**config.mk**
```make
export PLATFORM = sky130hd
export DESIGN_NAME = pipeline_sequencer_flat
export DESIGN_NICKNAME = d
export VERILOG_FILES = /design/src/rtl/pipe_ctrl_pkg.sv /design/src/rtl/pipeline_sequencer_if.sv /design/src/rtl/sat_counter.sv /design/src/rtl/pipeline_sequencer.sv /design/src/flat_wrapper.sv
export SDC_FILE = /design/constraint.sdc
export NUM_CORES = 1
export LEC_CHECK = 0
export BUFFER_PORTS_ARGS = -buffer_cell sky130_fd_sc_hd__buf_2
export CORE_ASPECT_RATIO = 1.2
export CORE_MARGIN = 2
export CORE_UTILIZATION = 35
export DETAILED_ROUTE_END_ITERATION = 8
export GPL_TIMING_DRIVEN = 0
export PLACE_DENSITY = 0.59
export SETUP_SLACK_MARGIN = 0.5
export SLEW_MARGIN = 20
export SYNTH_ARGS = -nofsm -noshare
export SYNTH_HDL_FRONTEND = slang
export SYNTH_SLANG_ARGS = --single-unit
```
**constraint.sdc**
```tcl
create_clock -name Clk -period 2.5 [get_ports Clk]
set_input_delay 0.25 -clock Clk [delete_from_list [all_inputs] [get_ports Clk]]
set_output_delay 0.25 -clock Clk [all_outputs]
set_load 0.1 [all_outputs]
```
**src/rtl/pipe_ctrl_pkg.sv**
```systemverilog
// Shared pipeline-control definitions: sequencer state encoding, default depths,
// and the per-stage control bundle driven by the sequencer.
package pipe_ctrl_pkg;

    localparam logic [1:0] ST_RUN    = 2'd0;
    localparam logic [1:0] ST_DSTALL = 2'd1;
    localparam logic [1:0] ST_CWAIT  = 2'd2;

    localparam int STALL_MAX_DEF    = 3;
    localparam int CTRL_BUBBLES_DEF = 3;
    localparam int CNT_W_DEF        = 2;

    typedef struct packed {
        logic pc_write;
        logic pc_src_sel;
        logic ifid_write;
        logic ifid_flush;
        logic idex_flush;
        logic freeze;
    } stage_ctrl_t;

    //                                          pcw   pcsrc ifidw ifidf idexf frz
    localparam stage_ctrl_t CTRL_DEFAULT   = '{1'b1, 1'b0, 1'b1, 1'b0, 1'b0, 1'b0};
    localparam stage_ctrl_t CTRL_RESET     = '{1'b0, 1'b0, 1'b0, 1'b1, 1'b1, 1'b0};
    localparam stage_ctrl_t CTRL_FREEZE    = '{1'b0, 1'b0, 1'b0, 1'b0, 1'b0, 1'b1};
    localparam stage_ctrl_t CTRL_DSTALL    = '{1'b0, 1'b0, 1'b0, 1'b0, 1'b1, 1'b0};
    localparam stage_ctrl_t CTRL_CTRL_SEEN = '{1'b0, 1'b0, 1'b1, 1'b1, 1'b0, 1'b0};
    localparam stage_ctrl_t CTRL_CWAIT     = '{1'b0, 1'b0, 1'b1, 1'b1, 1'b1, 1'b0};
    localparam stage_ctrl_t CTRL_RESOLVE   = '{1'b1, 1'b0, 1'b1, 1'b1, 1'b0, 1'b0};

    // A requested depth of 0 still costs one bubble; anything deeper than the
    // sequencer supports is capped.
    function automatic int unsigned clamp_depth(input logic [1:0] depth,
                                                input int unsigned max_depth);
        int unsigned d;
        d = 32'(depth);
        if (d == 0)
            d = 1;
        if (d > max_depth)
            d = max_depth;
        return d;
    endfunction

endpackage

```
**src/rtl/pipeline_sequencer_if.sv**
```systemverilog
// Hazard/branch event inputs and per-stage control outputs of the pipeline sequencer.
interface pipeline_sequencer_if;

    logic        DataHazard;
    logic [1:0]  HazardDepth;
    logic        CtrlDecode;
    logic        BranchResolved;
    logic        BranchTaken;
    logic        MemBusy;

    logic        PC_Write;
    logic        PCSrcSel;
    logic        IFID_Write;
    logic        IFID_Flush;
    logic        IDEX_Flush;
    logic        Freeze;
    logic        Busy;
    logic        CtrlTimeout;
    logic [15:0] StallCycles;

    modport master (
        output DataHazard, HazardDepth, CtrlDecode, BranchResolved, BranchTaken, MemBusy,
        input  PC_Write, PCSrcSel, IFID_Write, IFID_Flush, IDEX_Flush, Freeze,
        input  Busy, CtrlTimeout, StallCycles
    );

    modport slave (
        input  DataHazard, HazardDepth, CtrlDecode, BranchResolved, BranchTaken, MemBusy,
        output PC_Write, PCSrcSel, IFID_Write, IFID_Flush, IDEX_Flush, Freeze,
        output Busy, CtrlTimeout, StallCycles
    );

endinterface

```
**src/rtl/sat_counter.sv**
```systemverilog
// Saturating up-counter with synchronous reset and clear, used for performance counters.
module sat_counter #(
    parameter int               WIDTH       = 16,
    parameter logic [WIDTH-1:0] RESET_VALUE = '0
) (
    input  logic             clk,
    input  logic             srst,
    input  logic             clr,
    input  logic             inc,
    output logic [WIDTH-1:0] count
);

    logic [WIDTH-1:0] count_reg;

    always_ff @(posedge clk) begin
        if (srst)
            count_reg <= RESET_VALUE;
        else if (clr)
            count_reg <= '0;
        else if (inc && (count_reg != {WIDTH{1'b1}}))
            count_reg <= count_reg + WIDTH'(1);
    end

    assign count = count_reg;

endmodule

```
**src/rtl/pipeline_sequencer.sv**
```systemverilog
// Stall/flush sequencer: turns hazard and branch-resolution events into PC,
// IF/ID and ID/EX control, with memory-wait freeze and a stall-cycle counter.
module pipeline_sequencer
    import pipe_ctrl_pkg::*;
#(
    parameter int          STALL_MAX      = STALL_MAX_DEF,
    parameter int          CTRL_BUBBLES   = CTRL_BUBBLES_DEF,
    parameter int          CNT_W          = CNT_W_DEF,
    // Power-on/reset value of StallCycles; nonzero only to exercise saturation.
    parameter logic [15:0] STALL_CNT_INIT = 16'h0000
) (
    input  logic                 Clk,
    input  logic                 Reset,
    pipeline_sequencer_if.slave  bus
);

    logic [1:0]       state_reg;
    logic [1:0]       state_next;
    logic [CNT_W-1:0] cnt_reg;
    logic [CNT_W-1:0] cnt_next;
    logic             timeout_reg;
    logic             timeout_next;
    logic [CNT_W-1:0] depth;
    stage_ctrl_t      ctrl;
    logic [15:0]      stall_count;

    assign depth = CNT_W'(clamp_depth(bus.HazardDepth, STALL_MAX));

    always_comb begin
        ctrl         = CTRL_DEFAULT;
        state_next   = state_reg;
        cnt_next     = cnt_reg;
        timeout_next = timeout_reg;

        // A busy data memory freezes everything, including branch resolution in MEM.
        if (bus.MemBusy) begin
            ctrl = CTRL_FREEZE;
        end else begin
            case (state_reg)
                ST_RUN: begin
                    if (bus.DataHazard) begin
                        ctrl = CTRL_DSTALL;
                        if (depth > CNT_W'(1)) begin
                            cnt_next   = depth - CNT_W'(1);
                            state_next = ST_DSTALL;
                        end
                    end else if (bus.CtrlDecode) begin
                        ctrl       = CTRL_CTRL_SEEN;
                        cnt_next   = CNT_W'(CTRL_BUBBLES);
                        state_next = ST_CWAIT;
                    end
                end

                ST_DSTALL: begin
                    ctrl     = CTRL_DSTALL;
                    cnt_next = cnt_reg - CNT_W'(1);
                    if (cnt_reg == CNT_W'(1))
                        state_next = ST_RUN;
                end

                ST_CWAIT: begin
                    if (bus.BranchResolved) begin
                        ctrl            = CTRL_RESOLVE;
                        ctrl.pc_src_sel = bus.BranchTaken;
                        state_next      = ST_RUN;
                    end else if (cnt_reg == '0) begin
                        timeout_next = 1'b1;
                        state_next   = ST_RUN;
                    end else begin
                        ctrl     = CTRL_CWAIT;
                        cnt_next = cnt_reg - CNT_W'(1);
                    end
                end

                default: begin
                    state_next = ST_RUN;
                end
            endcase
        end

        if (Reset)
            ctrl = CTRL_RESET;
    end

    always_ff @(posedge Clk) begin
        if (Reset) begin
            state_reg   <= ST_RUN;
            cnt_reg     <= '0;
            timeout_reg <= 1'b0;
        end else begin
            state_reg   <= state_next;
            cnt_reg     <= cnt_next;
            timeout_reg <= timeout_next;
        end
    end

    sat_counter #(
        .WIDTH       (16),
        .RESET_VALUE (STALL_CNT_INIT)
    ) u_stall_cnt (
        .clk   (Clk),
        .srst  (Reset),
        .clr   (1'b0),
        .inc   (~ctrl.pc_write),
        .count (stall_count)
    );

    assign bus.PC_Write    = ctrl.pc_write;
    assign bus.PCSrcSel    = ctrl.pc_src_sel;
    assign bus.IFID_Write  = ctrl.ifid_write;
    assign bus.IFID_Flush  = ctrl.ifid_flush;
    assign bus.IDEX_Flush  = ctrl.idex_flush;
    assign bus.Freeze      = ctrl.freeze;
    assign bus.Busy        = (state_reg != ST_RUN);
    assign bus.CtrlTimeout = timeout_reg;
    assign bus.StallCycles = stall_count;

endmodule

```
**src/flat_wrapper.sv**
```systemverilog
// flat-port wrapper written by rule: the top's interface ports become plain ports
module pipeline_sequencer_flat import pipe_ctrl_pkg::*;
#(
    parameter int          STALL_MAX      = STALL_MAX_DEF,
    parameter int          CTRL_BUBBLES   = CTRL_BUBBLES_DEF,
    parameter int          CNT_W          = CNT_W_DEF,
                                                                                
    parameter logic [15:0] STALL_CNT_INIT = 16'h0000
)
  (Clk, Reset, bus_DataHazard, bus_HazardDepth, bus_CtrlDecode, bus_BranchResolved, bus_BranchTaken, bus_MemBusy, bus_PC_Write, bus_PCSrcSel, bus_IFID_Write, bus_IFID_Flush, bus_IDEX_Flush, bus_Freeze, bus_Busy, bus_CtrlTimeout, bus_StallCycles);
  pipeline_sequencer_if bus_i ();
  input  logic Clk;
  input  logic Reset;
  input wire logic [$bits(bus_i.DataHazard)-1:0] bus_DataHazard;
  input wire logic [$bits(bus_i.HazardDepth)-1:0] bus_HazardDepth;
  input wire logic [$bits(bus_i.CtrlDecode)-1:0] bus_CtrlDecode;
  input wire logic [$bits(bus_i.BranchResolved)-1:0] bus_BranchResolved;
  input wire logic [$bits(bus_i.BranchTaken)-1:0] bus_BranchTaken;
  input wire logic [$bits(bus_i.MemBusy)-1:0] bus_MemBusy;
  output wire logic [$bits(bus_i.PC_Write)-1:0] bus_PC_Write;
  output wire logic [$bits(bus_i.PCSrcSel)-1:0] bus_PCSrcSel;
  output wire logic [$bits(bus_i.IFID_Write)-1:0] bus_IFID_Write;
  output wire logic [$bits(bus_i.IFID_Flush)-1:0] bus_IFID_Flush;
  output wire logic [$bits(bus_i.IDEX_Flush)-1:0] bus_IDEX_Flush;
  output wire logic [$bits(bus_i.Freeze)-1:0] bus_Freeze;
  output wire logic [$bits(bus_i.Busy)-1:0] bus_Busy;
  output wire logic [$bits(bus_i.CtrlTimeout)-1:0] bus_CtrlTimeout;
  output wire logic [$bits(bus_i.StallCycles)-1:0] bus_StallCycles;
  assign bus_i.DataHazard = bus_DataHazard;
  assign bus_i.HazardDepth = bus_HazardDepth;
  assign bus_i.CtrlDecode = bus_CtrlDecode;
  assign bus_i.BranchResolved = bus_BranchResolved;
  assign bus_i.BranchTaken = bus_BranchTaken;
  assign bus_i.MemBusy = bus_MemBusy;
  assign bus_PC_Write = bus_i.PC_Write;
  assign bus_PCSrcSel = bus_i.PCSrcSel;
  assign bus_IFID_Write = bus_i.IFID_Write;
  assign bus_IFID_Flush = bus_i.IFID_Flush;
  assign bus_IDEX_Flush = bus_i.IDEX_Flush;
  assign bus_Freeze = bus_i.Freeze;
  assign bus_Busy = bus_i.Busy;
  assign bus_CtrlTimeout = bus_i.CtrlTimeout;
  assign bus_StallCycles = bus_i.StallCycles;
  pipeline_sequencer #(.STALL_MAX(STALL_MAX), .CTRL_BUBBLES(CTRL_BUBBLES), .CNT_W(CNT_W), .STALL_CNT_INIT(STALL_CNT_INIT)) u_core (.Clk(Clk), .Reset(Reset), .bus(bus_i));
endmodule
```
==> results.py, run 1 <==
metrics = {
    "global_route": {
        "grt_pass1_vias": 1179,
        "overflow": 0,
        "grt_usage_pct": 16.0,
        "antenna_found_initial": 0,
        "grt_max_degree": 12,
        "grt_pass1_wl_um": 5330,
    },
    "final_layout": {
        "regArea_um2": 469,
        "multiInputGateArea_um2": 952,
        "num_antenna_cells": 0,
        "drive_above_1_share_pct": 40.5,
        "final_net_count": 214,
        "fin_area_um2": 1810,
        "syn_to_final_growth_pct": 38.3,
        "fillers": 332,
        "largest_reg_flops": 16,
        "post-route-util_pct": 50.1,
    },
    "yosys": {
        "ys_seq_elements": 21,
        "yosysTopAreaCell": "dfxtp_1",
        "synth_edf_count": 0,
        "async_reset_ff_share_pct": 0,
        "synth_area_leaders": "dfxtp_1, ha_1, nor2_1",
        "ys_warn_count": 0,
        "synth_ff_type": "dfxtp_1",
        "synth_area_um2": 1310,
        "ys_seq_area_share_pct": 32.2,
        "synth_commonest_cells": "nor2_1, dfxtp_1, xnor2_1",
        "syn_avg_cell_area_um2": 8.37,
        "syn_nets": 174,
        "netlist.area_leader.share_pct": 32.2,
        "syn_inst": 156,
        "synth_cell_type_count": 32,
        "synth_most_common_cell": "nor2_1",
    },
    "clocking": {
        "cts_buffers": 3,
        "hold_buffers": 0,
        "cts.sinks": 21,
        "cts_tree": "yes",
        "cts_buffer_depth": 2,
        "cts.reportedPaths.clkPinSlew_ns": 0.08,
        "cts-root-buf": "clkbuf_8",
        "ctsHtreeMaxLevel": 1,
        "clock_latency_ns": 0.25,
    },
    "sta": {
        "worst_slew_pin_slew_ns": 0.671,
        "whs_ns": 0.332,
        "hold_viol_final": 0,
        "timing.final.crit_share_pct": 79.1,
        "setup_slack_ns": 0.522,
        "rsz0062_at_grt": "true",
        "slew_viol_final": 0,
        "setup_tns_ns": 0,
        "min_period_ns": 1.98,
        "fin_worst_skew_ns": 0.00306,
        "setup_viol": 0,
        "relSlewSlack_pct": 54.8,
        "clock.fmax_ghz": 0.506,
    },
    "worst_setup_path": {
        "arrival_ns": 2.11,
        "startpoint_type": "flip-flop",
        "worstSetupPathType": "reg2reg",
        "crit_fanout": 5,
        "endpoint_kind": "flip-flop",
        "worstPathRequired_ns": 2.63,
        "rrSetupSlack_ns": 0.52,
    },
    "floorplan": {
        "dieArea_um2": 4240,
        "rows": 24,
        "fp.dieW_um": 59.8,
        "design.core.area_um2": 3600,
        "initial_utilization_pct": 36.3,
        "pin_count": 33,
        "die_h_um": 70.9,
    },
    "place": {
        "io_buffers": 32,
        "gp_congestion": 0.839,
        "dp_slack_ns": 0.373,
        "placedInstanceArea_um2": 1620,
        "dp_hpwl_um": 2420,
    },
    "power": {
        "powerDensity_nw_per_um2": 473,
        "p_leak_nw": 0.703,
        "vdd_drop_max_mv": 0.249,
    },
    "drt": {
        "first_pass_iters": 4,
        "wire_per_inst_um": 13.8,
        "postRouteAntennaNets": 0,
        "route.vias.total": 1228,
        "drc": 0,
        "routed_wl_um": 3220,
        "viasPerCell": 5.25,
        "first_iter_violations": 32,
    },
    "hold_path": {
        "hp-class": "in2reg",
    },
    "run": {
        "drv_cap": 0,
    },
    "status": {
        "status": "finished clean",
    },
}
power breakdown:
group          switching, mW  total (mW)  internal [mW]
Combinational          0.188       0.272         0.0840
Clock                  0.113       0.226          0.113
Sequential            0.0143       0.355          0.341
layer usage:
| metal | up-vias | routed length [um] | global-route usage (%) |
|---|---|---|---|
| met4 | 0 | 36 | 2.96 |
| met1 | 569 | 1460 | 21.8 |
| li1 | 631 | - | - |
| met2 | 24 | 1640 | 26.6 |
| met5 | - | 0 | 0 |
| met3 | 4 | 86 | 2.38 |
final timing paths:
path	start	to	cells past startpoint
setup / recovery	u_core.state_reg[1]$_SDFFE_PP0P_	u_core.u_stall_cnt.count[15]$_SDFFE_PP0P_	8
hold / removal	bus_DataHazard	u_core.state_reg[0]$_SDFFE_PP0P_	3
setup reg to reg	u_core.state_reg[1]$_SDFFE_PP0P_	u_core.u_stall_cnt.count[15]$_SDFFE_PP0P_	8
hold reg to reg	u_core.bus.CtrlTimeout$_SDFFE_PP0P_	u_core.bus.CtrlTimeout$_SDFFE_PP0P_	2
worst max-delay path, stage by stage (launching register included):
cell     delay (ns)
dfxtp_2        0.39
inv_2          0.07
ha_4           0.18
nor3b_1        0.14
o31a_1         0.34
buf_4          0.18
nor4_2         0.30
mux2i_1        0.22
nor2_1         0.05
cells in the final DEF (no fill, tap or decap), types with 5 or more instances in the layout:
master and count:
a211oi_1 6, a21oi_1 5, buf_2 29, dfxtp_2 9, dfxtp_4 10, ha_1 8
inv_1 7, mux2i_1 7, nand2_1 10, nand3_1 6, nor2_1 25, xnor2_1 11
repair_timing:
| item | CTS | global route |
|---|---|---|
| setup buffers | 2 | 1 |
| cloned | 0 | 0 |
| pin swaps | 1 | 2 |
| endpoints found under the setup margin | 8 | 11 |
| gates resized for setup | 12 | 7 |
logic make-up after synthesis:
logic type / count (synthesis) / synth area share [%]
buf+inv: 14 / 4.60
simple gates: 70 / 27.2
compound gates: 23 / 13.8
mux: 8 / 6.23
flops: 21 / 32.2
xor+xnor: 11 / 7.38
fa+ha+maj: 9 / 8.62
per-stage QoR:
step | std cells | power, mW
after floorplan | 156 | 0.569
after global placement | 227 | 0.612
after detailed placement | 227 | 0.617
after CTS | 233 | 0.858
after global routing | 234 | 0.902
final | 234 | 0.854
cell type report:
cell class / instances / area share, %
Multi-Input combinational cell: 121 / 52.7
Sequential cell: 21 / 26.0
Timing Repair Buffer: 35 / 12.6
Tap cell: 39 / 2.70
Clock buffer: 4 / 2.49
Inverter: 10 / 2.29
Buffer: 4 / 1.25
No activity file was read; power rests on OpenSTA's default activity.
==> inputs of run 2 (changes only) <==
--- a/config.mk
+++ b/config.mk
@@ -5,6 +5,7 @@
 export SDC_FILE = /design/constraint.sdc
 export NUM_CORES = 1
 export LEC_CHECK = 0
+export ABC_AREA = 1
 export BUFFER_PORTS_ARGS = -buffer_cell sky130_fd_sc_hd__buf_2
 export CORE_ASPECT_RATIO = 1.2
 export CORE_MARGIN = 2
==> constraint.sdc (replaced) <==
create_clock -name Clk -period 1.7 [get_ports Clk]
set_input_delay 0.17 -clock Clk [delete_from_list [all_inputs] [get_ports Clk]]
set_output_delay 0.17 -clock Clk [all_outputs]
set_load 0.1 [all_outputs]
==> run 2 against run 1 <==
  * The run now ends with setup timing left
  * Clock skew rose by 0.00071 ns
  * Clock-buffer cell count stayed put
  * Via count grew 33%
  * Sequential power rose by 51%
  * Global-route usage is 2.4 points higher
  * Setup slack got worse by 0.56 ns
  * Wire length up 34%
  * Final cell count grew 47%
  * Critical path depth decreased by 1
  * Cell area is 42% higher
  * Total power up 100%
  * Largest cell class unchanged
==> results.py, run 2 <==
metrics = {
    "worst_setup_path": {
        "worstSetupPathType": "reg2out",
        "crit_chain": "inv_2, ha_4, or2_4, nor2_1, o21ai_2, o21ai_4, buf_12",
        "crit_slowest_cell": "dfxtp_2",
        "crit_fanout": 3,
        "arrival_ns": 1.57,
        "rrSetupSlack_ns": -0.02,
        "worstRegToRegCells": 11,
        "worstPathRequired_ns": 1.53,
        "endpoint_kind": "output pin",
        "crit_buf_inv": 2,
        "cpPeakStageDelay_ns": 0.34,
        "critical_path.top_delay_family": "flip-flops",
        "startpoint_type": "flip-flop",
        "path_depth": 7,
    },
    "yosys": {
        "ys_seq_elements": 21,
        "ys_seq_area_share_pct": 27.0,
        "synth_commonest_cells": "nand2_1, nor2_1, inv_1",
        "async_reset_ff_share_pct": 0,
        "synth_most_common_cell": "nand2_1",
        "syn_inst": 231,
        "synth_cell_type_count": 27,
        "yosysTopAreaCell": "dfxtp_1",
        "syn_avg_cell_area_um2": 6.74,
        "muxShareOfSynthArea_pct": 0.723,
        "synth_ff_type": "dfxtp_1",
        "synthAdderAreaFrac_pct": 7.23,
        "netlist.area_leader.share_pct": 27.0,
        "synth_edf_count": 0,
        "synth_area_um2": 1560,
        "synth_simple_gate_area_share_pct": 40.8,
        "synth_top_family_by_area": "simple AND/OR/NAND/NOR gates",
        "ys_warn_count": 0,
        "yosys.area_share.xor_xnor_pct": 3.94,
        "syn_nets": 249,
        "synth_compound_area_share_pct": 12.1,
        "synth_area_leaders": "dfxtp_1, nand2_1, nor2_1",
    },
    "status": {
        "status": "finished with violations",
        "violations": "setup timing",
    },
    "clocking": {
        "cts_buffer_depth": 2,
        "cts_buffers": 3,
        "hold_buffers": 0,
        "cts-root-buf": "clkbuf_8",
        "cts_tree": "yes",
        "cts.reportedPaths.clkPinSlew_ns": 0.08,
        "cts.sinks": 21,
        "clock_latency_ns": 0.26,
        "ctsHtreeMaxLevel": 1,
    },
    "global_route": {
        "grt_pass1_wl_um": 7300,
        "grt_max_degree": 12,
        "antenna_found_initial": 0,
        "grt_pass1_vias": 1596,
        "grt_usage_pct": 18.3,
        "overflow": 0,
    },
    "final_layout": {
        "regArea_um2": 488,
        "final_net_count": 306,
        "final_cells": 343,
        "largest_reg_flops": 16,
        "post-route-util_pct": 60.4,
        "multiInputGateArea_um2": 1310,
        "fillers": 385,
        "final_common_cell": "nand2_1",
        "num_antenna_cells": 0,
        "drive_above_1_share_pct": 55.7,
        "final_cell_mix": "nand2_1, nor2_1, buf_4, nand2_2, dfxtp_4",
        "syn_to_final_growth_pct": 65.3,
    },
    "run": {
        "drv_cap": 0,
    },
    "drt": {
        "routed_wl_um": 4320,
        "wire_per_inst_um": 12.6,
        "route.vias.total": 1632,
        "first_iter_violations": 70,
        "postRouteAntennaNets": 0,
        "viasPerCell": 4.76,
        "drc": 0,
        "first_pass_iters": 4,
    },
    "floorplan": {
        "initial_utilization_pct": 36.5,
        "rows": 26,
        "die_h_um": 77.1,
        "dieArea_um2": 5000,
        "design.core.area_um2": 4260,
        "pin_count": 33,
        "fp.dieW_um": 64.9,
    },
    "power": {
        "power.total_mw": 1.73,
        "p_leak_nw": 0.969,
        "powerDensity_nw_per_um2": 671,
        "vdd_drop_max_mv": 0.445,
    },
    "sta": {
        "setup_viol": 10,
        "fin_worst_skew_ns": 0.00378,
        "slew_viol_final": 0,
        "worst_slew_pin_slew_ns": 0.439,
        "hold_viol_final": 0,
        "timing.final.crit_share_pct": 102,
        "min_period_ns": 1.74,
        "rsz0062_at_grt": "true",
        "clock.fmax_ghz": 0.575,
        "relSlewSlack_pct": 70.5,
        "setup_slack_ns": -0.0404,
        "whs_ns": 0.182,
        "setup_tns_ns": -0.171,
    },
    "place": {
        "dp_hpwl_um": 3000,
        "io_buffers": 31,
        "dpl.cell_count": 318,
        "gp_congestion": 0.830,
    },
    "hold_path": {
        "whs_path_depth": 2,
        "hp-class": "in2reg",
    },
}
==> run 2: cell types whose count changed after synthesis, moves of 7 or more <==
cell / delta
nand2_2: +11
mux2i_1: -7
xnor2_1: -9
inv_1: +12
a21oi_2: +11
o21ai_0: +13
nand2_1: +47
nand3_1: +8
==> run 2: logic make-up (layout without fill, tap and decap cells) <==
group	after synthesis	count (layout)
multiplexers	1	1
XOR/XNOR	7	7
AND/OR/NAND/NOR	136	136
AO/OA/AOI/OAI	29	29
buffers and inverters	28	84
flip-flops	21	21
adder cells (fa/ha/maj)	9	9
==> run 2: final cells by class <==
type	count	area share, %
inverters	23	3.89
multi-input cells	182	50.9
repair buffers	52	19.9
well taps	56	2.72
plain buffers	5	1.85
clock buffers	4	1.75
flip-flops and latches	21	19.0
==> run 2: metrics by stage <==
stage	worst slack [ns]	instance area [um^2]
2_1_floorplan	-0.00790	1830
3_3_place_gp	-0.0588	2060
3_5_place_dp	-0.0561	2060
4_1_cts	-0.0365	2500
5_1_grt	-0.139	2570
6_report	-0.0404	2570
==> run 2: power by group <==
| group | total [mW] | switching (mW) | internal (mW) |
|---|---|---|---|
| clock network | 0.336 | 0.169 | 0.167 |
| registers | 0.536 | 0.0312 | 0.505 |
| logic | 0.853 | 0.510 | 0.343 |
==> run 2: final timing paths <==
kind,from,end
setup / recovery,u_core.cnt_reg[0]$_SDFFE_PP0P_,bus_IDEX_Flush
hold / removal,Reset,u_core.u_stall_cnt.count[8]$_SDFFE_PP0P_
setup reg to reg,u_core.state_reg[1]$_SDFFE_PP0P_,u_core.u_stall_cnt.count[3]$_SDFFE_PP0P_
hold reg to reg,u_core.bus.CtrlTimeout$_SDFFE_PP0P_,u_core.bus.CtrlTimeout$_SDFFE_PP0P_
==> run 2: layer usage <==
layer	up-vias	part of all wire, %	GRT usage, %
li1	855	-	-
met1	742	39	20.6
met2	29	56	34.5
met3	6	3.3	2.35
met4	0	2.2	6.17
met5	-	0	0
==> run 2: repair_timing <==
item | in CTS | in global routing
gates cloned | 1 | 0
setup endpoints to repair | 42 | 30
buffers inserted | 15 | 5
pin swaps | 18 | 11
gates resized for setup | 69 | 11
==> inputs of run 3 (changes only) <==
--- a/config.mk
+++ b/config.mk
@@ -18,3 +18,4 @@
 export SYNTH_ARGS = -nofsm -noshare
 export SYNTH_HDL_FRONTEND = slang
 export SYNTH_SLANG_ARGS = --single-unit
+export TNS_END_PERCENT = 5
==> run 3 against run 2 <==
  * The flow still finishes with violations (setup timing)
  * Final cell count down 5.0%
  * Wire length decreased by 5.5%
  * Clock power rose by 4%
  * Global-route usage fell by 0.73 points
  * Critical path depth stayed put
  * Utilization down 5.4 points
  * Total power decreased by 5.0%
  * Sequential share of layout area increased by 0.59 points
  * First-iteration DRC count decreased by 34%
  * Clock skew increased by 0.0023 ns
  * Setup slack worse by 0.0033 ns
  * Cell area shrank 9.0%
  * Largest power group unchanged
==> results.py, run 3 (synthesis results as in run 2) <==
metrics = {
    "status": {
        "status": "finished with violations",
        "violations": "setup timing",
    },
    "sta": {
        "timing.final.crit_share_pct": 103,
        "rsz0062_at_grt": "true",
        "hold_viol_final": 0,
        "setup_slack_ns": -0.0437,
        "setup_tns_ns": -0.0437,
        "clock.fmax_ghz": 0.574,
        "fin_worst_skew_ns": 0.00612,
        "setup_viol": 1,
        "worst_slew_pin_slew_ns": 0.345,
        "slew_viol_final": 0,
        "min_period_ns": 1.74,
        "relSlewSlack_pct": 76.8,
    },
    "worst_setup_path": {
        "endpoint_kind": "output pin",
        "worstPathRequired_ns": 1.53,
        "cpPeakStageDelay_ns": 0.34,
        "crit_slowest_cell": "dfxtp_2",
        "startpoint_type": "flip-flop",
        "crit_buf_inv": 2,
        "crit_fanout": 3,
        "arrival_ns": 1.57,
        "crit_chain": "inv_2, ha_4, or2_4, nor2_1, o21ai_2, o21ai_4, buf_12",
        "worstSetupPathType": "reg2out",
        "worstRegToRegCells": 10,
        "path_depth": 7,
        "critical_path.top_delay_family": "flip-flops",
    },
    "hold_path": {
        "whs_path_depth": 2,
        "hp-class": "in2reg",
    },
    "clocking": {
        "cts_buffers": 3,
        "cts_buffer_depth": 2,
        "hold_buffers": 0,
        "ctsHtreeMaxLevel": 1,
        "cts.reportedPaths.clkPinSlew_ns": 0.09,
        "cts.sinks": 21,
        "cts-root-buf": "clkbuf_8",
        "clock_latency_ns": 0.27,
        "cts_tree": "yes",
    },
    "place": {
        "io_buffers": 31,
        "placedInstanceArea_um2": 1880,
        "gp_congestion": 0.820,
        "dp_hpwl_um": 2970,
    },
    "power": {
        "sw_frac_of_total_pct": 42.1,
        "comb_power_share_pct": 44.3,
        "clockPowerShare_pct": 21.3,
        "seq_power_share_pct": 34.4,
        "power.switching_mw": 0.691,
        "powerDensity_nw_per_um2": 700,
        "p_leak_nw": 0.859,
        "vdd_drop_max_mv": 0.537,
        "internal-power_mw": 0.948,
    },
    "floorplan": {
        "dieArea_um2": 5000,
        "design.core.area_um2": 4260,
        "pin_count": 33,
        "die_h_um": 77.1,
        "fp.dieW_um": 64.9,
        "rows": 26,
        "initial_utilization_pct": 36.5,
    },
    "drt": {
        "wire_per_inst_um": 12.5,
        "first_pass_iters": 3,
        "viasPerCell": 4.85,
        "route.vias.total": 1580,
        "drc": 0,
        "postRouteAntennaNets": 0,
        "routed_wl_um": 4080,
        "first_iter_violations": 46,
    },
    "global_route": {
        "grt_max_degree": 13,
        "overflow": 0,
        "antenna_found_initial": 0,
        "grt_pass1_wl_um": 6950,
        "grt_usage_pct": 17.6,
        "grt_pass1_vias": 1524,
    },
    "final_layout": {
        "final_common_cell": "nand2_1",
        "fin_area_um2": 2340,
        "fillers": 437,
        "drive_above_1_share_pct": 50.4,
        "multiInputGateArea_um2": 1280,
        "num_antenna_cells": 0,
        "final_cell_mix": "nand2_1, nor2_1, buf_4, inv_1, dfxtp_2",
        "regArea_um2": 458,
        "final_net_count": 289,
        "syn_to_final_growth_pct": 50.4,
        "largest_reg_flops": 16,
    },
    "run": {
        "drv_cap": 0,
    },
}
==> run 3: layout make-up <==
cell class | instances | area share [%]
timing repair buffer | 35 | 14.3
buffer | 5 | 2.35
clock inverter | 1 | 0.214
multi-input combinational | 182 | 54.9
clock buffer | 3 | 1.76
tap | 56 | 2.99
sequential | 21 | 19.6
inverter | 23 | 3.90
==> run 3: metal layers <==
layer | up-vias | global-route usage, % | routed length (um)
met3 | 7 | 2.20 | 85
met4 | 0 | 6.38 | 66
met2 | 20 | 31.8 | 2110
li1 | 821 | - | -
met1 | 732 | 20.8 | 1820
met5 | - | 0 | 0
==> run 3: path summary, 6_finish.rpt <==
kind,slack [ns],start,end
setup / recovery,-0.04,u_core.cnt_reg[0]$_SDFFE_PP0P_,bus_IDEX_Flush
hold / removal,0.17,Reset,u_core.u_stall_cnt.count[11]$_SDFFE_PP0P_
setup reg to reg,0.05,u_core.cnt_reg[0]$_SDFFE_PP0P_,u_core.u_stall_cnt.count[2]$_SDFFE_PP0P_
hold reg to reg,0.47,u_core.bus.CtrlTimeout$_SDFFE_PP0P_,u_core.bus.CtrlTimeout$_SDFFE_PP0P_
==> run 3: power groups by stage <==
| stage | sequential (mW) | combinational [mW] | clock [mW] |
|---|---|---|---|
| 6_report | 0.565 | 0.726 | 0.348 |
| 5_1_grt | 0.571 | 0.777 | 0.376 |
| 4_1_cts | 0.565 | 0.713 | 0.356 |
| 3_5_place_dp | 0.567 | 0.539 | 0 |
| 3_3_place_gp | 0.566 | 0.536 | 0 |
| 2_1_floorplan | 0.643 | 0.364 | 0 |
==> run 3: what timing repair did <==
item                                   in CTS  in global routing
buffers inserted                            4                  0
gates resized for setup                    96                 14
pin swaps                                  44                 12
cloned                                      0                  0
endpoints found under the hold margin       0                  0
setup endpoints to repair                  43                 32
==> run 3: stage by stage <==
stage	cells	power [mW]	hold slack (ns)	setup WS, ns	utilization, %
finish	326	1.64	0.166	-0.0437	54.9
floorplan	231	1.01	0.357	-0.0132	-
global placement	318	1.10	0.445	-0.0637	44.1
detailed placement	318	1.11	0.458	-0.0748	44.1
CTS	326	1.63	0.166	-0.0367	53.6
global route	326	1.72	0.170	-0.110	54.9
